File: src/rtl/beat_sequencer.sv
// beat_sequencer: quarter-beat index generator for the music ROM.
// Divides clk down to a tempo-selectable beat rate and runs an
// IDLE/PLAY/PAUSE transport. Every output is driven from a register.
// Optional feature macro: SEQ_MEASURE_SKIP_EN (skip jumps to the next
// 16-beat measure). Without the macro the skip input is ignored.
module beat_sequencer #(
    parameter int unsigned CLK_HZ  = 100000000,
    parameter int unsigned BEAT_HZ = 8,
    parameter int unsigned LEN     = 32,
    parameter int unsigned BEAT_W  = 8
) (
    input  logic              clk,
    input  logic              rst,
    input  logic              play,
    input  logic              pause,
    input  logic              stop,
    input  logic              loop_en,
    input  logic [1:0]        tempo_sel,
    input  logic              skip,
    output logic [BEAT_W-1:0] beat_num,
    output logic              beat_tick,
    output logic              playing,
    output logic              paused,
    output logic              done
);

    // Base beat period in clocks at tempo x1.
    localparam logic [31:0]       P         = 32'(CLK_HZ / BEAT_HZ);
    localparam logic [BEAT_W-1:0] LAST_BEAT = BEAT_W'(LEN - 1);

    typedef enum logic [1:0] {
        S_IDLE,
        S_PLAY,
        S_PAUSE
    } state_e;

    state_e            state_q, state_d;
    logic [31:0]       count_q, count_d;
    logic [31:0]       period_q, period_d;
    logic [BEAT_W-1:0] beat_q, beat_d;
    logic              tick_q, tick_d;
    logic              done_q, done_d;
    logic              playing_q, paused_q;

    // Tempo scaling by shifts only, so no divider is built.
    function automatic logic [31:0] period_of(input logic [1:0] sel);
        case (sel)
            2'd0:    period_of = P;
            2'd1:    period_of = P >> 1;
            2'd2:    period_of = P << 1;
            default: period_of = P >> 2;
        endcase
    endfunction

`ifdef SEQ_MEASURE_SKIP_EN
    localparam logic [BEAT_W:0] LEN_W = (BEAT_W + 1)'(LEN);

    // One extra bit so a jump past the last measure is still visible.
    logic [BEAT_W:0] measure_w;
    assign measure_w = ({1'b0, beat_q} | (BEAT_W + 1)'(15)) + (BEAT_W + 1)'(1);
`else
    logic skip_unused;
    assign skip_unused = skip;
`endif

    // Next-state, divider and beat-advance decisions.
    always_comb begin
        // NOTE: every variable gets a default first so no path leaves it unassigned (no latches).
        state_d  = state_q;
        count_d  = count_q;
        period_d = period_q;
        beat_d   = beat_q;
        tick_d   = 1'b0;
        done_d   = 1'b0;

        if (stop) begin
            state_d = S_IDLE;
            beat_d  = '0;
            count_d = '0;
        end else if (state_q == S_IDLE) begin
            if (play) begin
                state_d  = S_PLAY;
                count_d  = '0;
                period_d = period_of(tempo_sel);
            end
        end else if (pause) begin
            // Holding count here is what suppresses a tick landing on this cycle.
            state_d = S_PAUSE;
`ifdef SEQ_MEASURE_SKIP_EN
        end else if (skip) begin
            count_d = '0;
            tick_d  = 1'b1;
            if (state_q == S_PLAY) begin
                period_d = period_of(tempo_sel);
            end
            if (measure_w < LEN_W) begin
                beat_d = measure_w[BEAT_W-1:0];
            end else begin
                beat_d = '0;
                if (!loop_en) begin
                    state_d = S_IDLE;
                    done_d  = 1'b1;
                end
            end
`endif
        end else if (state_q == S_PAUSE) begin
            // Resume keeps the held count and the period latched before the pause.
            if (play) begin
                state_d = S_PLAY;
            end
        end else if (count_q == period_q - 32'd1) begin
            count_d  = '0;
            tick_d   = 1'b1;
            period_d = period_of(tempo_sel);
            if (beat_q < LAST_BEAT) begin
                beat_d = beat_q + BEAT_W'(1);
            end else begin
                beat_d = '0;
                if (!loop_en) begin
                    state_d = S_IDLE;
                    done_d  = 1'b1;
                end
            end
        end else begin
            count_d = count_q + 32'd1;
        end
    end

    // State and output registers with synchronous reset.
    always_ff @(posedge clk) begin
        if (rst) begin
            state_q   <= S_IDLE;
            count_q   <= '0;
            period_q  <= P;
            beat_q    <= '0;
            tick_q    <= 1'b0;
            done_q    <= 1'b0;
            playing_q <= 1'b0;
            paused_q  <= 1'b0;
        end else begin
            // NOTE: non-blocking assignments so every register samples pre-edge values.
            state_q   <= state_d;
            count_q   <= count_d;
            period_q  <= period_d;
            beat_q    <= beat_d;
            tick_q    <= tick_d;
            done_q    <= done_d;
            playing_q <= (state_d == S_PLAY);
            paused_q  <= (state_d == S_PAUSE);
        end
    end

    assign beat_num  = beat_q;
    assign beat_tick = tick_q;
    assign playing   = playing_q;
    assign paused    = paused_q;
    assign done      = done_q;

endmodule

File: config.mk
export PLATFORM = sky130hd
export DESIGN_NAME = beat_sequencer
export DESIGN_NICKNAME = d
export VERILOG_FILES = /design/src/rtl/beat_sequencer.sv
export SDC_FILE = /design/constraint.sdc
export NUM_CORES = 1
export LEC_CHECK = 0
export BUFFER_PORTS_ARGS = -buffer_cell sky130_fd_sc_hd__buf_4
export CORE_ASPECT_RATIO = 0.9
export CORE_MARGIN = 2
export CORE_UTILIZATION = 38
export CTS_CLUSTER_DIAMETER = 100
export DETAILED_ROUTE_END_ITERATION = 16
export GPL_ROUTABILITY_DRIVEN = 0
export RECOVER_POWER = 50
export SLEW_MARGIN = 0
export SYNTH_ARGS = -nofsm -noshare
export SYNTH_HDL_FRONTEND = slang
export SYNTH_SLANG_ARGS = --single-unit
File: constraint.sdc
create_clock -name clk -period 8.1 [get_ports clk]
set_input_delay 2.025 -clock clk [delete_from_list [all_inputs] [get_ports clk]]
set_output_delay 2.025 -clock clk [all_outputs]
set_load 0.01 [all_outputs]
# ---- Word-level counts from Yosys, hierarchy flattened
# Cells that the tools add are included.
dict set report totals {
  input_bits 9
  output_inout_bits 12
  regBits 78
}
dict set report classes {
  reduce_logical 9
  n_lt_le_gt_ge 1
  n_bitwise 5
  mux 22
  n_addsub 3
  eq_ne 9
}
# cell count
set ops {}
lappend ops {{two-way mux 32 bit} 10}
lappend ops {{one-hot mux 25 bit (3 select lines)} 1}
lappend ops {{adder 32 x 1 -> 32 bit, second input constant} 1}
lappend ops {{equality test 32 bit} 1}
lappend ops {{subtractor 32 x 1 -> 32 bit, second input constant} 1}
lappend ops {{two-way mux 2 bit} 8}
lappend ops {{adder 8 x 1 -> 8 bit, second input constant} 1}
lappend ops {{< comparator 8 x 5 -> 1 bit, second input constant} 1}
lappend ops {{two-way mux 8 bit} 1}
lappend ops {{OR reduction 7 bit} 1}
lappend ops {{equality test 2 bit, second input constant} 3}
lappend ops {{inverter 1 bit} 5}
lappend ops {{AND reduction 5 bit} 1}
lappend ops {{OR reduction 5 bit} 1}
lappend ops {{equality test 2 x 1 -> 1 bit, second input constant} 2}
lappend ops {{zero test 2 bit} 2}
lappend ops {{!= test 2 bit, second input constant} 2}
lappend ops {{AND reduction 4 bit} 1}
lappend ops {{AND reduction 3 bit} 1}
lappend ops {{two-way mux 1 bit} 2}
lappend ops {{!= test 2 x 1 -> 1 bit, second input constant} 1}
lappend ops {{nonzero test 2 bit} 1}
lappend ops {{OR reduction 2 bit} 1}

# ---- Depth between registers and ports, before layout
# Gate-level depths: netlist (run 1).
dict set report depth {
  ltp_word 8
  depth_mapped 12
  ltp_nobuf 9
}

# ---- Least setup slack after synthesis (run 1)
# OpenSTA, ideal clock, no wires.
dict set report synth_path {
  path_type {input-to-reg}
  from {input pause}
  to {register count_q[30]}
  setup_slack_ps 4018
  path_stages 10
  setup_time_ps 117
  required_ps 7983
  arrival_ps 3965
  cell_sequence {nor2b_1 -> clkbuf_1 -> nor2_1 -> or4_1 -> clkbuf_1 -> or4_1 -> clkbuf_1 -> nor2_1 -> xnor2_1 -> nor2_1}
}
dict set report synth_via {
  elab_chain_cells 2
}
# element line
set synth_lines {}
lappend synth_lines {{from (decl)} 15} ;# input logic pause,
lappend synth_lines {{!= test 2 x 1 -> 1 bit (no line)} -}
lappend synth_lines {{AND reduction 3 bit (no line)} -}
lappend synth_lines {{to (signal assigned)} 143} ;# count_q <= count_d;
lappend synth_lines {{to (decl)} 38} ;# logic [31:0] count_q, count_d;
# No other way between the ends.
# A chain may end at the register's enable or synchronous reset.

# ---- Final worst setup path (run 1)
# Same ends and word-level chain as after synthesis.

==> flow_summary.yaml, run 1 <==
status:
  status: "finished clean"
die:
  initial_core_util_pct: 39.5
  row_count: 30
  dieArea_um2: 8640
  die_h_um: 88.4
  core_um2: 7620
  io_pins: 21
  die_x_um: 97.8
route:
  antenna_left: 0
  via_per_inst: 5.16
  wl_um: 6470
  num_vias: 2467
  wl_per_cell_um: 13.5
  drc: 0
  drt_pass1_iterations: 4
  drtIter0Drc: 134
cts:
  cts_resized: 0
  hold_buffers: 0
  h-tree-depth: 3
  clock-sinks: 57
  cts_buffer_depth: 2
  cts_setup_buffers: 0
  numCtsBuffers: 9
  cts_tree: "yes"
  cts_root_buf: "clkbuf_8"
  clk_pin_slew_ns: 0.06
  clk_latency_ns: 0.34
global_routing:
  antenna_found_initial: 0
  grt_max_degree: 28
  grt_overflow: 0
  grt_pass1_vias: 2314
  gr-usage-all-layers_pct: 16.5
  grt_pass1_wl_um: 11300
synth:
  syn_nets: 385
  yosysUniqueCellTypes: 50
  synth_top_cell_area_share_pct: 38.0
  ys_ff_latch: 57
  ys.flop_type: "dfxtp_1"
  synth.top_cells.by_count: "dfxtp_1, nor2_1, nand2_1"
  synth_area_um2: 3010
  synth_area_per_cell_um2: 8.21
  synthTopCellsByArea: "dfxtp_1, nor2_1, xor2_1"
  yosys.area.top_type: "dfxtp_1"
  synth_seq_area_share_pct: 38.0
  async_flop_share_pct: 0
  synth_cells: 366
  synth_edf_count: 0
  synth.most_common_cell: "dfxtp_1"
  yosysWarningCount: 0
timing:
  finalSetupViolCount: 0
  final.min_clock_period_ns: 4.54
  rsz0062_at_grt: "no"
  skew_ns: 0.0103
  final.period_utilization_pct: 56.0
  tightest_slew_ns: 0.856
  slew_headroom_pct: 43.0
  maxSlewViolCount: 0
  setup_tns_ns: 0
  max_freq_ghz: 0.220
  hold_viol: 0
worst_setup_path:
  cp-start-kind: "input port"
  crit_path_max_fanout: 11
  critPathArrivalTime_ns: 4.74
  critPathKind: "input port to register"
  r2r_start: "period_q[6]$_SDFFE_PP0P_"
  worst_ep_required_time_ns: 8.30
  cp-end-kind: "register"
  crit_start: "pause"
cells_and_area:
  nets: 397
  area_growth_pct: 9.57
  fin_area_um2: 3290
  n_antenna_cell: 0
  drive_gt1_share_pct: 6.02
hold_path:
  hp-class: "register to register"
  min-delay-start: "count_q[1]$_SDFFE_PP0P_"
placement:
  dpl_cell_area_um2: 3190
  io_buffers: 19
  hpwl_um: 4640
power:
  p_leak_nw: 1.14
  ir_drop_mv: 0.0902
  power.density_nw_per_um2: 168
run:
  cap_violations: 0
## sequential cells by signal, indices dropped and copies added (netlist names)
name       flops
state_q        2
done           1
count_q       32
beat_tick      1
playing        1
beat_num       8
paused         1
period_q      11
## cells in the final DEF, fill, tap and decap left out, drive strengths merged, types with 3 or more instances in the layout
master	netlist	layout
a211oi	3	3
a21oi	9	9
a31oi	5	5
and3	10	10
buf	8	6
clkbuf	11	26
clkinv	1	3
dfxtp	57	57
ha	10	10
inv	6	6
nand2	38	38
nand2b	3	3
nand3	17	17
nand4	9	9
nor2	56	56
nor2b	3	3
nor3	10	10
nor3b	4	4
nor4	3	3
o2111ai	4	4
o21ai	12	12
o31a	3	3
o31ai	3	3
or3	4	4
or4	9	9
xnor2	21	21
xor2	24	24
## metal layers
| layer | global-route usage, % | vias to the layer above | share of wire [%] |
|---|---|---|---|
| li1 | - | 1296 | - |
| met1 | 22.2 | 1123 | 51 |
| met2 | 25.1 | 41 | 43 |
| met3 | 5.92 | 7 | 4.9 |
| met4 | 4.92 | 0 | 1.2 |
| met5 | 0 | - | 0 |
## layout make-up
cell class | count | area, um^2
Sequential cell | 57 | 1140
Timing Repair Buffer | 20 | 97.6
Inverter | 7 | 26.3
Multi-Input combinational cell | 283 | 1750
Clock buffer | 12 | 145
Tap cell | 96 | 120
Clock inverter | 3 | 17.5
Fill cell | 794 | 4330
## metrics by stage
stage / setup WS, ns / hold WS (ns) / power (mW) / instances / util, %
after floorplan: 4.02 / 0.458 / 0.320 / 366 / -
after global placement: 3.22 / 0.476 / 0.330 / 463 / 41.9
after detailed placement: 3.20 / 0.492 / 0.331 / 463 / 41.9
final: 3.56 / 0.507 / 0.552 / 478 / 43.2
after global routing: 3.29 / 0.530 / 0.580 / 478 / 43.2
after CTS: 3.57 / 0.500 / 0.560 / 478 / 44.0
## critical path: stages
cell	delay (ns)
clkbuf_1	0.11
nor2b_1	0.55
nor2_1	0.35
or4_1	0.73
or4_1	0.63
nor2_1	0.16
xnor2_1	0.13
nor2_1	0.05
## cells by family after synthesis
family / after synthesis / share of synthesized area, %
AOI/OAI and AO/OA: 49 / 10.9
and+or+nand+nor: 176 / 29.1
DFF: 57 / 38.0
adders and majority gates: 10 / 4.16
buffers and inverters: 26 / 3.66
xor gates and xnor gates: 45 / 13.1
muxes: 3 / 1.04
## path summary, 6_finish.rpt
| path | endpoint | slack (ns) | cells past startpoint |
|---|---|---|---|
| max | count_q[30]$_SDFFE_PP0P_ | 3.56 | 8 |
| min | count_q[1]$_SDFFE_PP0P_ | 0.51 | 2 |
| min reg2reg | count_q[1]$_SDFFE_PP0P_ | 0.51 | 2 |
| max reg2reg | period_q[9]$_SDFFE_PP0P_ | 4.65 | 8 |
## power breakdown
part           total (mW)  switching [mW]  internal [mW]
Sequential          0.289         0.00490          0.284
Combinational      0.0347          0.0212         0.0136
Clock               0.229           0.112          0.117
Total               0.552           0.138          0.414
Note: power is estimated with default switching activity, not from simulation.
==> run 2, diff against run 1 <==
ABC_AREA = 1   (was not set)
clock period = 4.39 ns   (was 8.1 ns; I/O delays follow)
==> run 2 against run 1 <==
Clock power grew to 2.5 times the previous value. Critical endpoint is now count_q[6]$_SDFFE_PP0P_. Global-route usage is 3.1 points higher. Die area rose by 22%. Routed wire length up 44%. First-iteration DRC count up 69%. Power up 120%. Utilization fell by 0.65 points. Via count grew 46%. Sequential power grew 86%.
==> flow_summary.yaml, run 2 <==
timing:
  maxSlewViolCount: 0
  final.min_clock_period_ns: 3.07
  final.period_utilization_pct: 69.9
  setup_tns_ns: 0
  finalSetupViolCount: 0
  hold_viol: 0
  tightest_slew_ns: 0.948
  slew_headroom_pct: 36.6
  skew_ns: 0.00912
  rsz0062_at_grt: "no"
  max_freq_ghz: 0.326
power:
  p_clk_share_pct: 47.1
  p_int_mw: 0.912
  p_total_mw: 1.23
  p_switching_mw: 0.315
  power_frac_comb_pct: 9.1
  ir_drop_mv: 0.153
  power.density_nw_per_um2: 301
  p_seq_share_pct: 43.8
  sw_frac_of_total_pct: 25.6
  p_leak_nw: 1.70
route:
  wl_per_cell_um: 12.8
  via_per_inst: 4.93
  drt_pass1_iterations: 7
  wl_um: 9310
  num_vias: 3602
  antenna_left: 0
  drc: 0
  drtIter0Drc: 227
status:
  status: "finished clean"
cells_and_area:
  final_core_util_pct: 42.6
  fin_cells: 730
  largest_reg_flops: 32
  area_growth_pct: 10.1
  drive_gt1_share_pct: 9.27
  top_register: "count_q"
  fin_area_um2: 4080
  n_antenna_cell: 0
  final_common_cell: "nand2_1"
  mostFrequentLayoutCells: "nand2_1, nor2_1, inv_1"
  nets: 618
  n_fill_cell: 1058
placement:
  dpl_cell_area_um2: 3920
  io_buffers: 19
  dp.cells: 714
  hpwl_um: 7160
synth:
  yosysWarningCount: 0
  async_flop_share_pct: 0
  synth.most_common_cell: "nand2_1"
  syn_nets: 598
  synth_cells: 579
  yosysUniqueCellTypes: 36
  synth_edf_count: 0
  synth_area_per_cell_um2: 6.40
  synth.top_cells.by_count: "nand2_1, nor2_1, inv_1"
  yosys.area.top_type: "dfxtp_1"
  synthTopCellsByArea: "dfxtp_1, nand2_1, nor2_1"
  synth_top_cell_area_share_pct: 30.8
  synth_seq_area_share_pct: 30.8
  synth_area_um2: 3700
  ys_ff_latch: 57
  ys.flop_type: "dfxtp_1"
run:
  cap_violations: 0
die:
  initial_core_util_pct: 38.7
  core_um2: 9570
  dieArea_um2: 10600
  die_x_um: 108
  row_count: 34
  io_pins: 21
  die_h_um: 97.7
worst_setup_path:
  crit_path_max_fanout: 25
  worst_ep_required_time_ns: 4.66
  rrSetupSlack_ns: 1.79
  cp-end-kind: "register"
  critPathKind: "input port to register"
  critPathArrivalTime_ns: 3.34
  cp-start-kind: "input port"
cts:
  numCtsBuffers: 9
  cts_resized: 0
  cts_root_buf: "clkbuf_8"
  clk_pin_slew_ns: 0.07
  hold_buffers: 0
  clock-sinks: 57
  h-tree-depth: 3
  cts_buffer_depth: 2
  clk_latency_ns: 0.35
  cts_setup_buffers: 0
  cts_tree: "yes"
global_routing:
  antenna_found_initial: 0
  grt_pass1_wl_um: 16400
  grt_overflow: 0
  grt_pass1_vias: 3363
  grt_max_degree: 29
  gr-usage-all-layers_pct: 19.6
hold_path:
  hp-class: "register to register"
-- run 2: area by class of cell --
| type | instances | area (um^2) | area share (%) |
|---|---|---|---|
| Multi-Input combinational cell | 436 | 2170 | 53.2 |
| Sequential cell | 57 | 1140 | 28.0 |
| Inverter | 76 | 285 | 7.00 |
| Tap cell | 126 | 158 | 3.87 |
| Clock buffer | 12 | 155 | 3.81 |
| Timing Repair Buffer | 19 | 93.8 | 2.30 |
| Clock inverter | 4 | 75.1 | 1.84 |
-- run 2: path summary, 6_finish.rpt --
kind                            start                        to  depth (start not counted)
max                             pause   count_q[6]$_SDFFE_PP0P_                         10
min          beat_num[7]$_SDFFE_PP0P_  beat_num[7]$_SDFFE_PP0P_                          2
max reg2reg  period_q[8]$_SDFFE_PP0P_  period_q[6]$_SDFFE_PP0P_                         14
min reg2reg  beat_num[7]$_SDFFE_PP0P_  beat_num[7]$_SDFFE_PP0P_                          2
-- run 2: power groups by stage --
stage	clock [mW]	combinational (mW)	sequential [mW]
final	0.578	0.111	0.537
after global routing	0.610	0.129	0.538
after CTS	0.588	0.116	0.537
after detailed placement	0	0.115	0.549
after global placement	0	0.113	0.549
after floorplan	0	0.0981	0.543
-- run 2: cells by family after synthesis --
family	share of synthesized area, %
and+or+nand+nor	46.0
adders and majority gates	3.38
DFF	30.8
buffers and inverters	9.86
AOI/OAI and AO/OA	5.17
xor gates and xnor gates	4.73
-- run 2: per-layer routing --
metal / global-route usage, % / routed length, um / vias to the layer above
met4: 6.80 / 159 / 0
met1: 27.9 / 4620 / 1642
met5: 0 / 0 / -
met2: 29.0 / 3990 / 89
li1: - / - / 1858
met3: 4.36 / 533 / 13
-- run 2: worst max-delay path: stages --
cell,delay (ns)
clkbuf_1,0.09
inv_1,0.09
nand2_1,0.12
nand2_1,0.73
inv_1,0.37
nor2_1,0.23
nand2_1,0.12
nor2_1,0.22
a21oi_1,0.10
nor3_1,0.16
-- run 2: metrics by stage --
| step | hold WS, ns | worst slack [ns] |
|---|---|---|
| 6_report | 0.467 | 1.32 |
| 2_1_floorplan | 0.450 | 2.09 |
| 3_5_place_dp | 0.461 | 1.52 |
| 4_1_cts | 0.472 | 1.88 |
| 5_1_grt | 0.511 | 1.03 |
| 3_3_place_gp | 0.456 | 1.52 |
==> run 3, diff against run 2 <==
clock period = 2.6 ns   (was 4.39 ns; I/O delays follow)
==> run 3 against run 2 <==
Sequential share of layout area is 0.60 points lower. Clock-buffer cell count down 1. Largest power group unchanged. Critical path depth grew 4. Hold slack gained 0.0062 ns. Die area stayed put. Cell area increased by 2.2%. Clock power up 100%. First-iteration DRC count shrank 4.4%.
==> flow_summary.yaml, run 3 (synthesized netlist as in run 2, its figures left out) <==
status:
  status: "finished clean"
cells_and_area:
  drive_gt1_share_pct: 11.0
  n_fill_cell: 1042
  largest_reg_flops: 32
  final_common_cell: "nand2_1"
  mostFrequentLayoutCells: "nand2_1, nor2_1, inv_1"
  multi_input_area_um2: 2180
  top_register: "count_q"
  seq_area_um2: 1140
  area_growth_pct: 12.5
  nets: 621
  final_core_util_pct: 43.5
  n_antenna_cell: 0
timing:
  setup_tns_ns: 0
  tightest_slew_ns: 0.465
  maxSlewViolCount: 0
  finalSetupViolCount: 0
  rsz0062_at_grt: "no"
  final.period_utilization_pct: 89.0
  max_freq_ghz: 0.432
  timing.final.ws_setup_ns: 0.287
  slew_headroom_pct: 69.0
  skew_ns: 0.00734
  final.min_clock_period_ns: 2.31
  hold_viol: 0
worst_setup_path:
  worst_ep_required_time_ns: 2.83
  cp-end-kind: "register"
  critPathKind: "register to register"
  critPathTopFamily: "simple AND/OR/NAND/NOR gates"
  critPathSlowestCell: "dfxtp_1"
  worst-path-buf-inv: 2
  rrSetupSlack_ns: 0.29
  reg2regPathDepth: 14
  r2r_start: "period_q[8]$_SDFFE_PP0P_"
  path_cells: "inv_2, ha_1, nand2_1, nand2_1, inv_1, nand2_1, nor2_1, nand3_1, nor2_2, nand2_4, nand2_8, nand2_4, nand2_4, nor2_1"
  cp-start-kind: "register"
  crit_path_max_fanout: 28
  reg2reg_to: "count_q[16]$_SDFFE_PP0P_"
  critPathArrivalTime_ns: 2.54
  critPathMaxStageDelay_ns: 0.40
route:
  drc: 0
  via_per_inst: 4.84
  drt_pass1_iterations: 4
  drtIter0Drc: 217
  num_vias: 3551
  antenna_left: 0
  wl_per_cell_um: 12.9
  wl_um: 9450
cts:
  clk_pin_slew_ns: 0.07
  h-tree-depth: 3
  cts_root_buf: "clkbuf_8"
  numCtsBuffers: 9
  cts_buffer_depth: 2
  cts_setup_buffers: 0
  cts_tree: "yes"
  clock-sinks: 57
  hold_buffers: 0
  clk_latency_ns: 0.35
  cts_resized: 0
die:
  die_h_um: 97.7
  io_pins: 21
  initial_core_util_pct: 38.7
  core_um2: 9570
  die_x_um: 108
  dieArea_um2: 10600
  row_count: 34
hold_path:
  hp-class: "register to register"
  hold_path_end: "beat_num[7]$_SDFFE_PP0P_"
  holdPathStages: 2
  min-delay-start: "beat_num[7]$_SDFFE_PP0P_"
placement:
  hpwl_um: 7360
  pre_cts_ws_ns: 0.299
  io_buffers: 19
global_routing:
  grt_overflow: 0
  grt_pass1_vias: 3268
  grt_pass1_wl_um: 15700
  grt_max_degree: 29
  antenna_found_initial: 0
  gr-usage-all-layers_pct: 19.0
run:
  cap_violations: 0
power:
  p_int_mw: 1.74
  p_clk_share_pct: 51.4
  p_leak_nw: 1.75
  sw_frac_of_total_pct: 23.5
  p_seq_share_pct: 40.0
  power_frac_comb_pct: 8.7
  power.density_nw_per_um2: 545
  p_switching_mw: 0.533
  ir_drop_mv: 0.244
==> run 3: cell types whose count changed in the layout (fill, tap and decap cells not counted), sizes merged <==
cell,change
buf,+4
clkinv,+1
clkinvlp,-2
clkbuf,-2
bufinv,+2
==> run 3: tightest hold or removal path, cell delays in order (launching register included) <==
cell     delay [ns]
dfxtp_1        0.32
inv_1          0.05
a21oi_1        0.05
==> run 3: power groups by stage <==
| stage | Sequential (mW) | Combinational, mW | Clock (mW) |
|---|---|---|---|
| floorplan | 0.916 | 0.166 | 0 |
| global placement | 0.927 | 0.197 | 0 |
| detailed placement | 0.927 | 0.199 | 0 |
| CTS | 0.907 | 0.200 | 1.19 |
| global route | 0.909 | 0.223 | 1.22 |
| finish | 0.908 | 0.197 | 1.17 |
==> run 3: worst max-delay path by stage <==
stage / start / end / slack (ns) / depth (start not counted)
floorplan: period_q[8]$_SDFFE_PP0P_ / count_q[16]$_SDFFE_PP0P_ / 0.72 / 15
global placement: period_q[8]$_SDFFE_PP0P_ / count_q[26]$_SDFFE_PP0P_ / 0.28 / 14
detailed placement: period_q[8]$_SDFFE_PP0P_ / count_q[10]$_SDFFE_PP0P_ / 0.30 / 14
CTS: period_q[8]$_SDFFE_PP0P_ / count_q[16]$_SDFFE_PP0P_ / 0.27 / 14
global route: period_q[8]$_SDFFE_PP0P_ / beat_num[1]$_SDFFE_PP0P_ / 0.1 / 13
finish: period_q[8]$_SDFFE_PP0P_ / count_q[16]$_SDFFE_PP0P_ / 0.29 / 14
==> run 3: metrics by stage <==
stage | hold slack (ns) | power, mW | std cells | cell area (um^2)
global placement | 0.456 | 1.12 | 717 | 3950
finish | 0.473 | 2.27 | 733 | 4170
global route | 0.503 | 2.36 | 733 | 4170
CTS | 0.479 | 2.29 | 733 | 4220
detailed placement | 0.468 | 1.13 | 717 | 3950
floorplan | 0.450 | 1.08 | 579 | 3700
==> run 3: final cells by class <==
cell class,instances,area share [%]
multi-input combinational,436,52.4
sequential,57,27.4
inverter,76,6.85
tap,126,3.78
clock buffer,11,3.63
clock inverter,5,3.00
timing repair buffer,22,2.88
==> run 3: routing by layer <==
layer  global-route usage (%)  routed length, um
met2                     29.1               4170
met5                        0                  0
met3                     4.23                402
met4                     5.52                119
met1                     26.5               4750
